$ cat src/rtl/prmcu_uart_pkg.sv
// Shared UART types, frame limits and parity helpers.
// The receiver and the transmitter both use this package.
package prmcu_uart_pkg;

  typedef enum logic [2:0] {
    IDLE,
    START,
    DATA,
    PARITY,
    STOP
  } rx_state_t;

  localparam int unsigned MIN_DATA_BITS = 5;
  localparam int unsigned MAX_DATA_BITS = 9;
  localparam int unsigned MIN_CLK_DIV   = 2;

  function automatic logic [8:0] width_mask(input logic [3:0] n_bits);
    logic [8:0] mask;
    mask = '0;
    for (int i = 0; i < 9; i++) begin
      mask[i] = (4'(i) < n_bits);
    end
    return mask;
  endfunction

  // Returns 1 when the masked word holds an odd number of ones.
  function automatic logic even_parity(input logic [8:0] data, input logic [8:0] mask);
    return ^(data & mask);
  endfunction

endpackage

$ cat src/rtl/prmcu_sync_ff.sv
// Multi-flop synchronizer for an asynchronous level input.
// All flops preset to 1, which matches the UART idle level.
module prmcu_sync_ff #(
  parameter int SYNC_STAGES = 2
) (
  input  logic clk,
  input  logic rst,
  input  logic d,
  output logic q
);

  logic [SYNC_STAGES-1:0] ff_q;

  always_ff @(posedge clk or negedge rst) begin
    if (!rst) begin
      ff_q <= '1;
    end else begin
      ff_q <= {ff_q[SYNC_STAGES-2:0], d};
    end
  end

  assign q = ff_q[SYNC_STAGES-1];

endmodule

$ cat src/rtl/prmcu_uart_rx.sv
// UART receiver: 5-9 data bits, optional even parity, 1-2 stop bits,
// single-entry valid/ready output register with overrun reporting.
//
// state  | meaning
// IDLE   | waiting for a falling edge on rx_s (and the line high after a break)
// START  | timing to mid start bit; a high sample there is a glitch
// DATA   | sampling data bits LSB first, one per bit period
// PARITY | sampling the even parity bit
// STOP   | sampling stop bits; the last one completes the frame
module prmcu_uart_rx
  import prmcu_uart_pkg::*;
#(
  parameter int SYNC_STAGES = 2,
  parameter int DAT_W       = 9
) (
  input  logic             clk,
  input  logic             rst,
  input  logic             uart_en,
  input  logic             rx_en,
  input  logic             n_parity_bits,
  input  logic [1:0]       n_stop_bits,
  input  logic [3:0]       n_data_bits,
  input  logic [7:0]       internal_clk_divider,
  output logic [DAT_W-1:0] out_dat_o,
  output logic             out_vld_o,
  input  logic             out_rdy_i,
  output logic             parity_err_o,
  output logic             frame_err_o,
  output logic             overrun_o,
  output logic             busy_o,
  input  logic             rx_i
);

  rx_state_t  state_q, state_d;
  logic       rx_s, rx_d;
  logic       en, fall, strobe, start_go, complete, frm_err_now;
  logic [8:0] baud_cnt_q, strobe_cmp;
  logic [7:0] cfg_div_q;
  logic [3:0] cfg_nbits_q, bit_cnt_q;
  logic       cfg_par_q, cfg_stop2_q;
  logic       stop_cnt_q, brk_wait_q;
  logic [8:0] shreg_q;
  logic       par_err_q, frm_err_q;

  prmcu_sync_ff #(.SYNC_STAGES(SYNC_STAGES)) u_sync (
    .clk (clk),
    .rst (rst),
    .d   (rx_i),
    .q   (rx_s)
  );

  assign en         = uart_en & rx_en;
  assign fall       = rx_d & ~rx_s;
  // Half a bit period in START lands the remaining samples at mid-bit.
  assign strobe_cmp = (state_q == START) ? ({1'b0, cfg_div_q} - 9'd1)
                                         : ({cfg_div_q, 1'b0} - 9'd1);
  assign strobe      = (baud_cnt_q == strobe_cmp);
  assign frm_err_now = stop_cnt_q ? frm_err_q : ~rx_s;
  assign busy_o      = (state_q != IDLE);

  always_ff @(posedge clk or negedge rst) begin
    if (!rst) begin
      state_q <= IDLE;
    end else begin
      state_q <= state_d;
    end
  end

  always_comb begin
    state_d  = state_q;
    start_go = 1'b0;
    complete = 1'b0;
    if (!en) begin
      state_d = IDLE;
    end else begin
      case (state_q)
        IDLE: begin
          if (fall && !brk_wait_q) begin
            state_d  = START;
            start_go = 1'b1;
          end
        end
        START: begin
          if (strobe) state_d = rx_s ? IDLE : DATA;
        end
        DATA: begin
          if (strobe && (bit_cnt_q == cfg_nbits_q - 4'd1)) begin
            state_d = cfg_par_q ? PARITY : STOP;
          end
        end
        PARITY: begin
          if (strobe) state_d = STOP;
        end
        STOP: begin
          if (strobe && (stop_cnt_q || !cfg_stop2_q)) begin
            state_d  = IDLE;
            complete = 1'b1;
          end
        end
        default: state_d = IDLE;
      endcase
    end
  end

  always_ff @(posedge clk or negedge rst) begin
    if (!rst) begin
      rx_d        <= 1'b1;
      baud_cnt_q  <= '0;
      cfg_div_q   <= 8'(MIN_CLK_DIV);
      cfg_nbits_q <= 4'(MIN_DATA_BITS);
      cfg_par_q   <= 1'b0;
      cfg_stop2_q <= 1'b0;
      bit_cnt_q   <= '0;
      stop_cnt_q  <= 1'b0;
      shreg_q     <= '0;
      par_err_q   <= 1'b0;
      frm_err_q   <= 1'b0;
      brk_wait_q  <= 1'b0;
    end else begin
      rx_d <= rx_s;

      if (state_q == IDLE || strobe) begin
        baud_cnt_q <= '0;
      end else begin
        baud_cnt_q <= baud_cnt_q + 9'd1;
      end

      if (start_go) begin
        cfg_div_q   <= (internal_clk_divider < 8'(MIN_CLK_DIV)) ? 8'(MIN_CLK_DIV)
                                                                : internal_clk_divider;
        cfg_nbits_q <= (n_data_bits < 4'(MIN_DATA_BITS)) ? 4'(MIN_DATA_BITS) :
                       (n_data_bits > 4'(MAX_DATA_BITS)) ? 4'(MAX_DATA_BITS) :
                                                           n_data_bits;
        cfg_par_q   <= n_parity_bits;
        cfg_stop2_q <= n_stop_bits[1];
        bit_cnt_q   <= '0;
        stop_cnt_q  <= 1'b0;
        shreg_q     <= '0;
        par_err_q   <= 1'b0;
        frm_err_q   <= 1'b0;
      end

      if (state_q == DATA && strobe) begin
        shreg_q[bit_cnt_q] <= rx_s;
        bit_cnt_q          <= bit_cnt_q + 4'd1;
      end

      if (state_q == PARITY && strobe) begin
        par_err_q <= even_parity(shreg_q, width_mask(cfg_nbits_q)) ^ rx_s;
      end

      if (state_q == STOP && strobe) begin
        stop_cnt_q <= 1'b1;
        if (!stop_cnt_q) frm_err_q <= ~rx_s;
      end

      // After a framing error the line may sit low (break); wait for it to go high.
      if (complete) begin
        brk_wait_q <= frm_err_now;
      end else if (state_q == IDLE && rx_s) begin
        brk_wait_q <= 1'b0;
      end
    end
  end

  always_ff @(posedge clk or negedge rst) begin
    if (!rst) begin
      out_dat_o    <= '0;
      out_vld_o    <= 1'b0;
      parity_err_o <= 1'b0;
      frame_err_o  <= 1'b0;
      overrun_o    <= 1'b0;
    end else begin
      overrun_o <= 1'b0;
      if (complete) begin
        if (!out_vld_o || out_rdy_i) begin
          out_dat_o    <= DAT_W'(shreg_q);
          parity_err_o <= par_err_q;
          frame_err_o  <= frm_err_now;
          out_vld_o    <= 1'b1;
        end else begin
          overrun_o <= 1'b1;
        end
      end else if (out_vld_o && out_rdy_i) begin
        out_vld_o <= 1'b0;
      end
    end
  end

endmodule

$ cat config.mk
export PLATFORM = sky130hd
export DESIGN_NAME = prmcu_uart_rx
export DESIGN_NICKNAME = d
export VERILOG_FILES = /design/src/rtl/prmcu_uart_pkg.sv /design/src/rtl/prmcu_sync_ff.sv /design/src/rtl/prmcu_uart_rx.sv
export SDC_FILE = /design/constraint.sdc
export NUM_CORES = 1
export LEC_CHECK = 0
export ABC_AREA = 0
export BUFFER_PORTS_ARGS = -buffer_cell sky130_fd_sc_hd__buf_4
export CAP_MARGIN = 5
export CORE_UTILIZATION = 41
export DETAILED_ROUTE_END_ITERATION = 8
export PLACE_DENSITY = 0.57
export RECOVER_POWER = 50
export SYNTH_ARGS = -nofsm -noshare
export SYNTH_HDL_FRONTEND = slang
export SYNTH_HIERARCHICAL = 1
export SYNTH_SLANG_ARGS = --single-unit
$ cat constraint.sdc
create_clock -name clk -period 3.8 [get_ports clk]
set_clock_uncertainty 0.05 [all_clocks]
set_input_delay 0 -clock clk [delete_from_list [all_inputs] [get_ports clk]]
set_output_delay 0 -clock clk [all_outputs]
set_load 0.005 [all_outputs]
==> metrics.txt <==
Reg clk slew, reported paths about 0.07 ns; R2R Setup Slk between 0.4 and 0.5 ns; Period Utilization, post-route 0.881; GRT overflow 0; failing checks DRC; vias in the first global route 2946; Post-Place Setup Slack ~0.48 ns; fin area approximately 4400 um^2; Crit Path Class reg2reg; r2r worst-path depth 10; metal2 WL about 3800 um; Antenna Diode Count 0; Fin Setup TNS 0 ns; leading area contributor after synthesis dfrtp_1; DR vias/cell about 5.5; max-slew violation count 0; TritonCTS clock tree built; Post-synth EDFFs 0; share of post-route cells with drive strength above 1 0.188; H-tree depth 3; post-CTS setup buffer count 0; most frequent cells after synthesis nand2_1, dfrtp_1, o21ai_0; Mapped Nets 440; most common cell in the netlist nand2_1; Synth warnings 6; Crit Path Max Fanout 8; CTS max path bufs 2; initial antenna violation count 0; hold path depth 4; Tot GR Track Use 0.193; drt pass-1 iters 7; Hold Crit Class in2reg; Syn Area/Cell 9.21 um^2; unique cell type count in the Yosys netlist 63; largest cells by area after synthesis dfrtp_1, nand2_1, mux2i_1; Worst-Skew Late Latency 0.34 ns; PwrDens between 400 and 500 nW/um^2; Slew @ Worst Pin roughly 1.5 ns; core area a little under 9000 um^2; count of final setup violators 0; wl on met1 4490 um; die area between 9000 and 10000 um^2; highest metal used met4; routed length per instance about 16 um; critical path data arrival time 3.51 ns; Site Rows 34; status finished, violations left; routed via count between 3k and 4k; Crit Reg-Reg Startpoint cfg_div_q[0]$_DFFE_PN0P_; GPL Wtd Cong roughly 0.86; max frequency 299 MHz; Hold WS between 0.02 and 0.025 ns; maxcap violations 0; Hold Startpoint n_data_bits[1]; Die Y around 100 um; Post-DP Area 4120 um^2; ANT nets after route 0; Seq cells post-synth 59; Final nets just under 500; die width 98.0 um; crit start category flop; Root Buffer clkbuf_8; num ports 35; Cells after Synth 410; r2r endpoint state_q[0]$_DFFE_PN0P_; Starting Density 0.429; DRT iter0 DRCs between 100 and 150; RSZ-0062 raised after global routing no; Critical Path RT 3.97 ns; Num Clock Sinks 59; LEAKAGE ~2 nW; Max IR drop VDD about 0.00015 V; CP Capture Type flop; Hold Fails Final Rpt 0; number of port buffers 33; DR DRC count 4; P&R area growth vs syn 17.7%; fraction of registers with async set/reset 1.00; DRT Wirelength 8780 um; minimum clock period approximately 3.3 ns; largest net degree at the start of global routing 60; dpl hpwl roughly 6000 um; CTS Buf Count 9; Setup WS post-layout 0.454 ns; Top FF cell, synth dfrtp_1; Hold EP cfg_nbits_q[1]$_DFFE_PN0P_; wire length of the first global-routing pass about 15000 um; Seq/Total Area, Yosys 0.393; area share of the leading cell type in the synthesized netlist 0.351; Slew HR 0.0110; met3 WL between 300 and 400 um; Post-Syn Area about 3800 um^2
-- worst max-delay path by stage --
stage	depth (start not counted)	endpoint	slack, ns	startpoint
after floorplan	11	bit_cnt_q[1]$_DFFE_PN0P_	0.58	cfg_div_q[0]$_DFFE_PN0P_
after global placement	9	state_q[1]$_DFFE_PN0P_	0.51	cfg_div_q[0]$_DFFE_PN0P_
after detailed placement	9	state_q[2]$_DFFE_PN0P_	0.48	cfg_div_q[0]$_DFFE_PN0P_
after CTS	9	state_q[2]$_DFFE_PN0P_	0.45	cfg_div_q[0]$_DFFE_PN0P_
after global routing	9	state_q[2]$_DFFE_PN0P_	0.24	cfg_div_q[0]$_DFFE_PN0P_
final	10	state_q[0]$_DFFE_PN0P_	0.45	cfg_div_q[0]$_DFFE_PN0P_
-- what timing repair did --
| item | in CTS | in global routing |
|---|---|---|
| gates resized for setup | 0 | 0 |
| endpoints found under the hold margin | 69 | 0 |
| hold buffers | 15 | 0 |
-- per-stage QoR --
stage	std cells	total power, mW	util
finish	565	1.78	0.505
global route	565	1.90	0.505
floorplan	410	1.13	-
detailed placement	534	1.26	0.468
CTS	565	1.81	0.506
global placement	534	1.25	0.468
-- state kept, by name, summed over array words and instances, names as in the netlist, 2 cells and up --
register / cells
u_sync/ff_q: 2
bit_cnt_q: 4
cfg_div_q: 8
out_dat_o: 9
baud_cnt_q: 9
state_q: 3
shreg_q: 9
cfg_nbits_q: 4
-- cell usage in the layout, fill, tap and decap left out, types with 13 or more instances in the layout --
master,instances
nand4_1,13
mux2i_1,17
nor2_1,17
nor3_1,17
dlygate4sd3_1,15
nand3_1,16
o21ai_0,24
nand2_1,56
inv_1,15
dfrtp_1,53
buf_4,31
-- cell families after synthesis --
kind of cell             count (synthesis)  synth area share
AND/OR/NAND/NOR                        168             0.235
AO/OA/AOI/OAI                           73             0.134
flip-flops                              59             0.393
buffers and inverters                   46            0.0530
multiplexers                            33             0.104
XOR/XNOR                                22            0.0510
adder cells (fa/ha/maj)                  9            0.0298
-- report_power, final --
part / internal, mW / switching, mW / leakage [nW]
sequential: 0.688 / 0.102 / 0.781
clock: 0.270 / 0.248 / 0.0884
combinational: 0.213 / 0.261 / 1.19
total: 1.17 / 0.612 / 2.06
-- layout make-up --
cell class | count | area, um^2
clock buffers | 12 | 155
clock inverters | 4 | 25.0
fillers | 834 | 4360
inverters | 16 | 60.1
multi-input cells | 305 | 2100
flip-flops and latches | 59 | 1480
well taps | 108 | 135
repair buffers | 61 | 485
-- per-layer routing --
metal	global-route usage	vias to the layer above
li1	-	1546
met1	0.285	1497
met2	0.284	64
met3	0.0372	9
met4	0.0629	0
met5	0	-
-- worst max-delay path, cell delays in order (launching register included) --
cell and delay, ns:
dfrtp_1 0.37, inv_1 0.10, ha_1 0.28, or3b_1 0.44, or3_1 0.37, a311o_1 0.33, o2bb2ai_1 0.16, nor4_4 0.45
buf_4 0.25, a22oi_1 0.10, mux2_1 0.33
(Power assumes the default switching activity.)
